<file path="config.mk">
export PLATFORM = sky130hd
export DESIGN_NAME = horn_tone_gen
export DESIGN_NICKNAME = d
export VERILOG_FILES = /design/src/rtl/horn_tone_gen.sv
export SDC_FILE = /design/constraint.sdc
export NUM_CORES = 1
export LEC_CHECK = 0
export ABC_AREA = 1
export CAP_MARGIN = 20
export CORE_MARGIN = 2
export CORE_UTILIZATION = 59
export CTS_BUF_LIST = sky130_fd_sc_hd__clkbuf_8
export CTS_CLUSTER_SIZE = 25
export DETAILED_ROUTE_END_ITERATION = 12
export GPL_TIMING_DRIVEN = 1
export HOLD_SLACK_MARGIN = 0.08
export PLACE_DENSITY = 0.83
export SYNTH_ARGS = -nofsm -noshare
export SYNTH_HDL_FRONTEND = slang
export SYNTH_SLANG_ARGS = --single-unit
</file>
<file path="constraint.sdc">
create_clock -name clk_noise -period 4.54 [get_ports clk_noise]
set_clock_uncertainty 0.05 [all_clocks]
set_input_delay 0.681 -clock clk_noise [delete_from_list [all_inputs] [get_ports clk_noise]]
set_output_delay 0.681 -clock clk_noise [all_outputs]
set_load 0.01 [all_outputs]
</file>
<file path="src/rtl/horn_tone_gen.sv">
// Enveloped square-wave tone generator for the horn/noise audio path.
// Optional PWM speaker output is built when HORN_PWM_EN is defined.
module horn_tone_gen #(
  parameter logic [14:0] AMP_MAX  = 15'h7FFF,
  parameter logic [14:0] ATK_STEP = 15'h0800,
  parameter logic [14:0] REL_STEP = 15'h0400,
  parameter int unsigned ENV_TICK = 1024
) (
  input  logic               clk_noise,
  input  logic               rst_n,
  input  logic [21:0]        note_div,
  output logic signed [15:0] sample_out,
  output logic               tone_active,
  output logic               pwm_out
);

  localparam int TW = (ENV_TICK > 1) ? $clog2(ENV_TICK) : 1;
  localparam logic [TW-1:0] TICK_LAST = TW'(ENV_TICK - 1);

  typedef enum logic [1:0] {
    ST_IDLE,
    ST_ATTACK,
    ST_SUSTAIN,
    ST_RELEASE
  } state_t;

  function automatic logic [14:0] amp_up(input logic [14:0] a);
    logic [15:0] s;
    s = {1'b0, a} + {1'b0, ATK_STEP};
    return (s >= {1'b0, AMP_MAX}) ? AMP_MAX : s[14:0];
  endfunction

  function automatic logic [14:0] amp_dn(input logic [14:0] a);
    logic signed [15:0] d;
    d = $signed({1'b0, a}) - $signed({1'b0, REL_STEP});
    return d[15] ? 15'd0 : d[14:0];
  endfunction

  state_t             state_q, state_d;
  logic [14:0]        amp_q, amp_d;
  logic [21:0]        cur_div_q, cur_div_d;
  logic [21:0]        cnt_q, cnt_d;
  logic               phase_q, phase_d;
  logic [TW-1:0]      tcnt_q, tcnt_d;
  logic signed [15:0] sample_q, sample_d;
  logic               tone_active_q, tone_active_d;
  logic               gate;
  logic               tick;

  assign gate = (note_div != 22'd0);
  assign tick = (tcnt_q == TICK_LAST);

  always_comb begin
    tcnt_d = tick ? '0 : tcnt_q + 1'b1;
  end

  // Divider: pitch reloads only at a half-period boundary
  always_comb begin
    cur_div_d = cur_div_q;
    cnt_d     = cnt_q;
    phase_d   = phase_q;
    if (state_q == ST_IDLE) begin
      cnt_d   = '0;
      phase_d = 1'b0;
      if (gate) cur_div_d = note_div;
    end else if (cnt_q == cur_div_q - 22'd1) begin
      phase_d = ~phase_q;
      cnt_d   = '0;
      if (gate) cur_div_d = note_div;
    end else begin
      cnt_d = cnt_q + 22'd1;
    end
  end

  always_comb begin
    state_d = state_q;
    amp_d   = amp_q;
    case (state_q)
      ST_IDLE: begin
        amp_d = '0;
        if (gate) state_d = ST_ATTACK;
      end
      ST_ATTACK: begin
        if (!gate) begin
          state_d = ST_RELEASE;
        end else if (tick) begin
          amp_d = amp_up(amp_q);
          if (amp_d == AMP_MAX) state_d = ST_SUSTAIN;
        end
      end
      ST_SUSTAIN: begin
        amp_d = AMP_MAX;
        if (!gate) state_d = ST_RELEASE;
      end
      ST_RELEASE: begin
        // Re-keying resumes the attack from the current level
        if (gate) begin
          state_d = ST_ATTACK;
        end else if (tick) begin
          amp_d = amp_dn(amp_q);
          if (amp_d == 15'd0) state_d = ST_IDLE;
        end
      end
      default: state_d = ST_IDLE;
    endcase
  end

  always_comb begin
    logic signed [15:0] mag;
    mag           = $signed({1'b0, amp_q});
    sample_d      = phase_q ? mag : -mag;
    tone_active_d = (state_q != ST_IDLE);
  end

  always_ff @(posedge clk_noise or negedge rst_n) begin
    if (!rst_n) begin
      state_q       <= ST_IDLE;
      amp_q         <= '0;
      cur_div_q     <= '0;
      cnt_q         <= '0;
      phase_q       <= 1'b0;
      tcnt_q        <= '0;
      sample_q      <= '0;
      tone_active_q <= 1'b0;
    end else begin
      state_q       <= state_d;
      amp_q         <= amp_d;
      cur_div_q     <= cur_div_d;
      cnt_q         <= cnt_d;
      phase_q       <= phase_d;
      tcnt_q        <= tcnt_d;
      sample_q      <= sample_d;
      tone_active_q <= tone_active_d;
    end
  end

  assign sample_out  = sample_q;
  assign tone_active = tone_active_q;

`ifdef HORN_PWM_EN
  logic [7:0] pwm_cnt_q, pwm_cnt_d;
  logic [7:0] duty;
  logic       pwm_q, pwm_d;

  // Offset-binary duty: silence sits at 50%
  always_comb begin
    duty      = {~sample_q[15], sample_q[14:8]};
    pwm_cnt_d = pwm_cnt_q + 8'd1;
    pwm_d     = (pwm_cnt_q < duty);
  end

  always_ff @(posedge clk_noise or negedge rst_n) begin
    if (!rst_n) begin
      pwm_cnt_q <= '0;
      pwm_q     <= 1'b0;
    end else begin
      pwm_cnt_q <= pwm_cnt_d;
      pwm_q     <= pwm_d;
    end
  end

  assign pwm_out = pwm_q;
`else
  assign pwm_out = 1'b0;
`endif

endmodule

</file>
# Word level (Yosys, flattened, before mapping)
# Index checks and enable logic that the tools add are counted.
# op_classes
muxes	25
magnitude_cmp	1
n_addsub	6
bitwise_logic	1
reduce_logical	7
n_eq_ne	16
# ops
operator	count
$mux W22	5
$mux W15	6
$pmux W15 S4	1
$add A22 B1 Y22 const B	1
$eq A22 B22 Y1	1
$reduce_bool A22 Y1	1
$sub A22 B1 Y22 const B	1
$add A15 B12 Y16 const B	1
$ge A16 B15 Y1 const B	1
$mux W16	1
$mux W2	8
$neg A15 Y16	1
$sub A15 B11 Y16 const B	1
$eq A15 B15 Y1 const B	1
$logic_not A15 Y1	1
$ne A2 B2 Y1 const B	6
$ne A3 B3 Y1 const B	4
$add A10 B1 Y10 const B	1
$eq A10 B10 Y1 const B	1
$mux W10	1
$pmux W2 S4	1
$reduce_and A6 Y1	1
$eq A2 B2 Y1 const B	2
$reduce_and A4 Y1	1
other kinds (5)	7
# totals
output_inout_bits	18
ff_bits	89
elab_cells	64

# Depth between registers and ports, before layout
# depth
word_depth	8
ltp_mapped	17
ltp_nobuf	16

# Worst setup path before layout
# Ideal clock, no wire load.
# synth_path
path_type	register to register
startpoint	register cur_div_q[0]
endpoint	register cur_div_q[2]
arrival_time_ns	2.002
slack_ns	2.372
setup_time_ns	0.117
required_time_ns	4.373
stages_incl_launch_ff	17
cell_sequence	dfrtp_1 -> inv_1 -> ha_1 -> nand2_2 -> nor2_8 -> nand2_2 -> nor2_1 -> nand2_1 -> nand2_1 -> nand3_1 -> nor2_2 -> nand3_2 -> nand2_4 -> nand2_4 -> buf_6 -> nand2_1 -> nand2_1
# synth_via
elab_chain_len	3
# synth_rtl
item	line_no	source
start: declaration	41	logic [21:0] cur_div_q, cur_div_d;
start signal: assignment	128	cur_div_q <= cur_div_d;
$sub A22 B1 Y22	66	end else if (cnt_q == cur_div_q - 22'd1) begin
$eq A22 B22 Y1	66	
$reduce_bool A2 Y1 (no source line)	--	
# No other way between the ends.
# A chain may end at the register's enable or synchronous reset.

# Final worst setup path
# layout_path
startpoint	register cur_div_q[0]
endpoint	register cur_div_q[20]
# Same word-level chain as after synthesis.

==> results.md <==
* Number of inserted diodes at 0
* Layout Nets at just over 800
* I/O pin count at 42
* FF+latch count, synth at 89
* Via Count at about 5200
* Initial DRC count at approximately 350
* Setup-failing EPs final at 0
* Synthesized area per cell at 7.282 um2
* Sum of buffers and inverters on the critical path at 1
* Final Hold Violating Endpoints at 0
* Outcome: completed
* Starting Density at 0.5999
* Crit path capture type: flop
* Worst slack, placed at 1368 ps
* CTS Hold Bufs at 0
* First-pass GRT wire length at roughly 23000 um
* Area of the die at 10090 um2
* Antenna violations before repair at 0
* Worst Tran Pin Value at approximately 800 ps
* Critical path peak fanout at 44
* Final core occ at 0.6740
* Switching power at ~0.0018 W
* PwrDens at 617.1 nW/um2
* Critical path, cell by cell: inv_1 > ha_1 > nand2_2 > nor2_8 > nand2_2 > nor2_1 > nand2_1 > nand2_1 > nand3_1 > nor2_2 > nand3_2 > nand2_4 > nand2_4 > nand2_1 > nand2_1
* Fin crit share at 0.6434
* Total clock buffers created by CTS at 9
* Area Overhead vs Synth at 12.35%
* GRT Overall Usage at 0.2841
* Avg WL per Cell at 14.89 um
* Final min period at a little under 3000 ps
* CP Launch Type: flop
* Classification of the worst setup path: reg -> reg
* Port bufs at 40
* Max Fclk at ~0.34 GHz
* Post-Route WL at 13480 um
* Placed Cells at between 800 and 900
* Vias in the first global route at 5044
* Flop pwr share at 0.343
* Fillers at roughly 740
* Layout Cells excl Fill at around 910
* Seq/Total Area, Yosys at 0.4057
* Setup ws final at around 1600 ps
* Post-CTS Setup Inserts at 0
* Grt total ovfl at 0
* H-tree levels at 3
* Max cap viols at 0
* Library cells used by synthesis at 39
* CTS tree: yes
* Core Rows at 35
* Worst vdd ir at 0.0003327 V
* Worst path arrival time at between 3000 and 4000 ps
* Cell family with most CP delay: simple AND/OR/NAND/NOR gates
* Clock share of power at 0.162
* Post-Syn Nets at between 700 and 800
* Part of the power in combinational logic at 0.495
* Synthesized cell area at about 5500 um2
* Core Footprint at between 9000 and 10000 um2
* Req. time, crit path at 4750 ps
* Hold Crit Class: in -> async
* Root buffer cell: clkbuf_8
* Routability congestion estimate from global placement at roughly 0.92
* Largest net degree at the start of global routing at 50
* Die width at around 100 um
* Highest-delay cell along the critical path: dfrtp_1
* Setup TNS at 0 ps
* Clock Sink Count at 89
* Post-route cell area at a little over 6000 um2
* Internal power at 0.002051 W
* Async set-or-reset flop fraction in the synthesized netlist at 1.000
* Pre-antenna DRT Iters at 5
* CP peak stage delay at ~420 ps
* Number of nets still failing antenna checks after routing at 0
* Hpwl dp at 10110 um
* Yosys warns at 0
* RSZ-0062 raised after global routing: no
* LEAKAGE at a little over 3 nW
* Post-Syn Instances at around 750
* CP most frequent cell: nand2_1
* Clock Latency Late Sink at 370 ps
* Main synth FF type: dfrtp_1
* CTS clk-pin slew, worst paths at around 80 ps
* Post-synth EDFFs at 0
* Switching share of power at 0.4612
* CTS max path bufs at 2
* Max-Slew Margin vs Limit at 0.4648
* Vias/cell at approximately 5.7
* Die height at approximately 100 um
* Dpl cell area at a little under 6000 um2
* Post-CTS sizing at 0
* Final Max Tran Viols at 0
* Share of layout cells above drive strength 1 at 0.04030
* DRC at 0
==> cells by family (layout without fill, tap and decap cells) <==
| logic type | after synthesis | in the layout | synth area share |
|---|---|---|---|
| other | 1 | 1 | 0.0006830 |
| flip-flops | 89 | 89 | 0.4057 |
| AND/OR/NAND/NOR | 440 | 440 | 0.3466 |
| adder cells (fa/ha/maj) | 14 | 14 | 0.03191 |
| buffers and inverters | 102 | 142 | 0.07657 |
| XOR/XNOR | 44 | 44 | 0.07019 |
| AO/OA/AOI/OAI | 64 | 64 | 0.06837 |
==> worst register-to-register path: stages (launching register included) <==
cell	delay, ps
dfrtp_1	420
inv_1	170
ha_1	280
nand2_2	150
nor2_8	200
nand2_2	100
nor2_1	90
nand2_1	50
nand2_1	70
nand3_1	80
nor2_2	130
nand3_2	170
nand2_4	400
nand2_4	270
nand2_1	140
nand2_1	60
==> cell usage in the layout (no fill, tap or decap), drive strengths merged, types with 2 or more instances in the layout <==
| cell | Yosys | routed |
|---|---|---|
| dfrtp | 89 | 89 |
| o31ai | 3 | 3 |
| ha | 14 | 14 |
| nand3b | 2 | 2 |
| o311ai | 7 | 7 |
| bufinv | 0 | 2 |
| buf | 8 | 3 |
| xnor2 | 8 | 8 |
| clkdlybuf4s50 | 0 | 39 |
| or2 | 2 | 2 |
| xor2 | 36 | 36 |
| a21oi | 13 | 13 |
| nor3 | 13 | 13 |
| clkinv | 1 | 2 |
| clkbuf | 9 | 11 |
| nand3 | 76 | 76 |
| inv | 84 | 84 |
| nor4 | 7 | 7 |
| nand4 | 18 | 18 |
| nor2 | 97 | 97 |
| o21ai | 33 | 33 |
| nand2 | 223 | 223 |
| o21bai | 3 | 3 |
==> stage by stage <==
stage	power, W	hold slack [ps]
floorplan	0.002627	335.4
global placement	0.003090	428.8
detailed placement	0.003176	431.8
CTS	0.003790	290.0
global route	0.004121	306.0
finish	0.003807	268.9
==> cells in the mapped netlist, drive strengths merged, types with 2 or more instances <==
cell / count / area (um2)
dfrtp: 89 / 2227
nor2: 97 / 392.9
nand3: 76 / 390.4
nor3: 13 / 65.06
nand3b: 2 / 15.01
nor4: 7 / 43.79
or2: 2 / 12.52
ha: 14 / 175.2
xnor2: 8 / 70.07
o21bai: 3 / 22.52
xor2: 36 / 315.3
nand2: 223 / 857.1
o21ai: 33 / 165.2
o31ai: 3 / 22.52
o311ai: 7 / 61.31
buf: 8 / 67.56
nand4: 18 / 112.6
clkbuf: 9 / 33.78
a21oi: 13 / 65.06
inv: 84 / 315.3
==> power groups by stage <==
stage                     sequential, W  combinational (W)  clock [W]
after CTS                       0.00130            0.00187   0.000619
after floorplan                 0.00127            0.00136          0
final                           0.00131            0.00188   0.000615
after global placement          0.00131            0.00178          0
after global routing            0.00134            0.00213   0.000649
after detailed placement        0.00132            0.00186          0
==> cell type report <==
cell class,instances,area [um2],share of cell area
Timing Repair Buffer,42,412.9,0.06694
Inverter,85,319.1,0.05172
Multi-Input combinational cell,563,2843,0.4609
Clock buffer,11,151.4,0.02454
Sequential cell,89,2227,0.3611
Tap cell,111,138.9,0.02252
Clock inverter,4,76.32,0.01237
==> metal layers <==
metal	part of all wire	GRT usage	routed length (um)
met2	0.52	0.4946	6947
met4	0.033	0.1370	444
met5	0	0	0
met1	0.40	0.3426	5381
met3	0.052	0.04716	704
==> worst paths after layout <==
path                              start       endpoint  slack (ps)  depth (start not counted)
max in group asynchronous         rst_n      cnt_q[21]        3230                          2
setup reg to reg           cur_div_q[0]  cur_div_q[20]        1620                         15
hold reg to reg               tcnt_q[4]      tcnt_q[4]         450                          1
hold / removal                    rst_n      tcnt_q[5]         270                          1
min in group clk_noise        tcnt_q[4]      tcnt_q[4]         450                          1
setup / recovery           cur_div_q[0]  cur_div_q[20]        1620                         15
==> flip-flops by register name (all words and copies together) (netlist names) <==
name and count:
tone_active 1, state_q 2, phase_q 1, cnt_q 22
amp_q 15, cur_div_q 22, sample_out 16, tcnt_q 10
Power figures use the tool's default switching activity.
